$ cat src/rtl/zueirai_mem_arbiter.sv
// zueirai_mem_arbiter: two-port arbiter sharing the ZueiraI paged data memory; define ZUEIRAI_ARB_ROUND_ROBIN_EN for round-robin arbitration
module zueirai_mem_arbiter #(
  parameter int MEM_LAT = 1
) (
  input  logic        clk,
  input  logic        rst,
  input  logic        req0,
  input  logic        we0,
  input  logic [1:0]  page0,
  input  logic [7:0]  addr0,
  input  logic [7:0]  wdata0,
  output logic        gnt0,
  output logic        ack0,
  input  logic        req1,
  input  logic        we1,
  input  logic [1:0]  page1,
  input  logic [7:0]  addr1,
  input  logic [7:0]  wdata1,
  output logic        gnt1,
  output logic        ack1,
  output logic [7:0]  rdata,
  output logic [11:0] ctrl_MEM,
  output logic [7:0]  out_MEM,
  input  logic [7:0]  in_MEM,
  output logic        busy
);
  localparam int CW = MEM_LAT > 1 ? $clog2(MEM_LAT) : 1;
  typedef enum logic [1:0] {IDLE, ACCESS, DONE} state_t;
  state_t state, state_n;
  logic [CW-1:0] lat_cnt;
  logic take, pick, win, we_l;
  logic [1:0] page_l;
  logic [7:0] addr_l, wdata_l;
  assign take = state == IDLE && (req0 || req1);
`ifdef ZUEIRAI_ARB_ROUND_ROBIN_EN
  logic last_gnt;
  assign pick = req0 && req1 ? !last_gnt : req1;
  always_ff @(posedge clk)
    if (rst) last_gnt <= 1'b1;
    else if (take) last_gnt <= pick;
`else
  assign pick = !req0;
`endif
  always_comb begin
    state_n = IDLE;
    if (take) state_n = ACCESS;
    else if (state == ACCESS) state_n = lat_cnt == '0 ? DONE : ACCESS;
  end
  always_ff @(posedge clk)
    if (rst) state <= IDLE;
    else state <= state_n;
  // Outputs trail the state by one cycle: gnt, MEM_LAT strobe cycles, then ack with data
  always_ff @(posedge clk) begin
    if (rst) begin
      {gnt0, gnt1, ack0, ack1, busy} <= '0;
      rdata <= '0;
      ctrl_MEM <= '0;
      out_MEM <= '0;
      lat_cnt <= '0;
      {win, we_l, page_l, addr_l, wdata_l} <= '0;
    end else begin
      gnt0 <= take && !pick;
      gnt1 <= take && pick;
      ack0 <= state == DONE && !win;
      ack1 <= state == DONE && win;
      busy <= state != IDLE || state_n != IDLE;
      ctrl_MEM <= state == ACCESS ? {we_l, !we_l, page_l, addr_l} : '0;
      out_MEM <= state == ACCESS && we_l ? wdata_l : '0;
      if (state == DONE && !we_l) rdata <= in_MEM;
      if (take) begin
        {win, we_l, page_l, addr_l, wdata_l} <= pick ? {1'b1, we1, page1, addr1, wdata1}
                                                     : {1'b0, we0, page0, addr0, wdata0};
        lat_cnt <= CW'(MEM_LAT - 1);
      end else if (state == ACCESS && lat_cnt != '0) lat_cnt <= lat_cnt - 1'b1;
    end
  end
endmodule
$ cat config.mk
export PLATFORM = sky130hd
export DESIGN_NAME = zueirai_mem_arbiter
export DESIGN_NICKNAME = d
export VERILOG_FILES = /design/src/rtl/zueirai_mem_arbiter.sv
export SDC_FILE = /design/constraint.sdc
export NUM_CORES = 1
export LEC_CHECK = 0
export CORE_AREA = 2 2 71 79
export DETAILED_ROUTE_END_ITERATION = 6
export DIE_AREA = 0 0 73 81
export GPL_ROUTABILITY_DRIVEN = 0
export GPL_TIMING_DRIVEN = 1
export HOLD_SLACK_MARGIN = 0.08
export PLACE_DENSITY = 0.8
export SKIP_CTS_REPAIR_TIMING = 1
export SLEW_MARGIN = 10
export SYNTH_ARGS = -nofsm -noshare
export SYNTH_HDL_FRONTEND = slang
export SYNTH_SLANG_ARGS = --single-unit
$ cat constraint.sdc
create_clock -name clk -period 1.6 [get_ports clk]
set_input_delay 0.32 -clock clk [delete_from_list [all_inputs] [get_ports clk]]
set_output_delay 0.32 -clock clk [all_outputs]
set_load 0.05 [all_outputs]
==> flow_metrics.tcl <==
set metrics [dict create \
    dr.pass1.iters 4 \
    status "finished clean" \
    worst_clock_skew_ns 0.00732 \
    htree_levels 2 \
    required_ns 1.81 \
    die_w_microns 73 \
    start_kind "input pin" \
    fin_crit_ns 1.38 \
    finalHoldViolations 0 \
    cts-buffers-inserted 5 \
    ant_nets 0 \
    antenna_found_initial 0 \
    final.setup.tns_ns 0 \
    top_usage_layer "met2" \
    path_class "in -> reg" \
    syn2layout_area_growth_pct 44.9 \
    grt_max_degree 36 \
    start_util_pct 38.0 \
    syn-instance-count 185 \
    routed_wl_microns 4290 \
    grt_pass1_wl_microns 6630 \
    drive_gt1_share_pct 19.9 \
    row_count 28 \
    critPathMaxFanout 21 \
    vdd_drop_max_mv 0.466 \
    clockBufferDepth 2 \
    syn_avg_cell_area_sq_um 10.7 \
    synthesis.area_sq_mm 0.00199 \
    r2r_cells 3 \
    cp_top_family "buffers and inverters" \
    cap_violations 0 \
    min_period_over_period_pct 86.4 \
    clk_latency_ns 0.30 \
    yosys-top-cells-area "dfxtp_1 (56%), mux2i_1 (14%), a211oi_1 (7.6%)" \
    r2r_start "state[1]" \
    path_buf_inv 1 \
    grt_usage_pct 14.7 \
    coreArea_sq_mm 0.00522 \
    power_mw 2.74 \
    drtIter0Drc 80 \
    dp_hpwl_microns 3120 \
    yosysWarnings 0 \
    min_path_cells 1 \
    numPortBuffers 82 \
    max_slew_margin_pct 72.9 \
    fmax_mhz 723 \
    cp.arrival_ns 1.59 \
    io_pins 83 \
    final_cell_mix "dfxtp_1 (56), clkdlybuf4s50_1 (49), buf_4 (42)" \
    syn-num-nets 235 \
    met3_usage_pct 3.85 \
    final-max-slew-violation-count 0 \
    hold_path.class "reg -> reg" \
    grt_use_met1_pct 16.0 \
    yosysSeqAreaShare_pct 56.5 \
    tightest_slew_ns 0.406 \
    leakagePower_nw 1.23 \
    power.density_mw_per_mm2 953 \
    clkTransAtPathRegs_ns 0.09 \
    viasPerCell 4.84 \
    setup_ws_ns 0.217 \
    final_common_cell "dfxtp_1" \
    tritoncts "built" \
    yosysTopAreaCellShare_pct 56.5 \
    place_ws_ns -0.0861 \
    first_global_vias 1454 \
    fin_nets 316 \
    n_antenna_cell 0 \
    gr-total-overflow 0 \
    r2r_slack_ns 0.27 \
    cp-end-kind "register" \
    rsz0062_at_grt "false" \
    wire_per_inst_microns 13.2 \
    synth_cell_types 20 \
    nFillCells 479 \
    cts_sinks 56 \
    ys_seq_elements 56 \
    min_to "state[1]" \
    fp.dieH_microns 81 \
    vias 1579 \
    r2r_end "out_MEM[2]" \
    synth_top_cell_by_area "dfxtp_1" \
    path_cells "clkdlybuf4s50_1, or2_2, a21oi_1, a211oi_1" \
    met2_usage_pct 26.3 \
    crit_slowest_cell "clkdlybuf4s50_1" \
    clockRootBuffer "clkbuf_8" \
    design.die.area_sq_mm 0.00591 \
    setup_viol 0 \
    slowest_delay_ns 0.52 \
    drc 0 \
    worstHoldStart "lat_cnt" \
]
state kept, by name (all words and copies together), names as in the netlist:
register and count:
state 2, addr_l 8, lat_cnt 1, gnt1 1
page_l 2, wdata_l 8, win 1, ack1 1
out_MEM 8, busy 1, rdata 8, gnt0 1
ctrl_MEM 12, ack0 1, we_l 1
through the flow:
| step | hold WS, ns | cell area (sq um) | util, % | cells |
|---|---|---|---|---|
| 6_report | 0.458 | 2880 | 55.1 | 326 |
| 2_1_floorplan | 0.406 | 1990 | - | 185 |
| 4_1_cts | 0.458 | 2880 | 55.1 | 326 |
| 3_5_place_dp | 0.428 | 2790 | 53.5 | 319 |
| 5_1_grt | 0.476 | 2880 | 55.1 | 326 |
| 3_3_place_gp | 0.413 | 2790 | 53.5 | 319 |
worst max-delay path by stage:
stage                     cells past startpoint         end  slack [ns]      from
final                                         4   addr_l[5]        0.22      req0
after floorplan                               5   addr_l[1]        0.37      req0
after global routing                          4  wdata_l[1]        0.14      req0
after CTS                                     3  out_MEM[5]        0.12  state[0]
after detailed placement                      4   addr_l[5]       -0.09      req0
after global placement                        4   page_l[0]       -0.04      req1
cells in the mapped netlist:
| cell type | count |
|---|---|
| and2_1 | 11 |
| buf_4 | 1 |
| dfxtp_1 | 56 |
| buf_2 | 8 |
| nor3b_1 | 1 |
| nor2b_1 | 2 |
| a211oi_1 | 20 |
| and3_1 | 8 |
| clkbuf_4 | 1 |
| nor3_1 | 2 |
| clkbuf_2 | 1 |
| and2b_1 | 2 |
| nor4bb_1 | 1 |
| a21oi_1 | 22 |
| clkbuf_1 | 6 |
| mux2i_1 | 27 |
| nor4b_1 | 3 |
| nor2_1 | 10 |
| or2_2 | 1 |
| nand2_1 | 2 |
cell families after synthesis:
logic type,after synthesis,synth area share [%]
flip-flops,56,56.5
buffers and inverters,17,4.16
multiplexers,27,13.6
AO/OA/AOI/OAI,42,13.1
AND/OR/NAND/NOR,43,12.7
where the power goes:
group          total [mW]  switching, mW  internal, mW
logic               0.503          0.251         0.252
clock network       0.711          0.414         0.297
registers            1.53         0.0493          1.48
total                2.74          0.714          2.03
final cells by class:
class                   count  area, sq um  area share, %
flip-flops and latches     56         1120           39.0
repair buffers             91          806           28.0
multi-input cells         112          793           27.6
well taps                  60         75.1           2.61
clock buffers               5         68.8           2.39
clock inverters             2         12.5          0.435
layer usage:
metal | up-vias | share of wire, %
li1 | 815 | -
met2 | 49 | 52
met4 | 0 | 2.2
met5 | - | 0
met1 | 708 | 41
met3 | 7 | 5.1
Power figures use the tool's default switching activity.
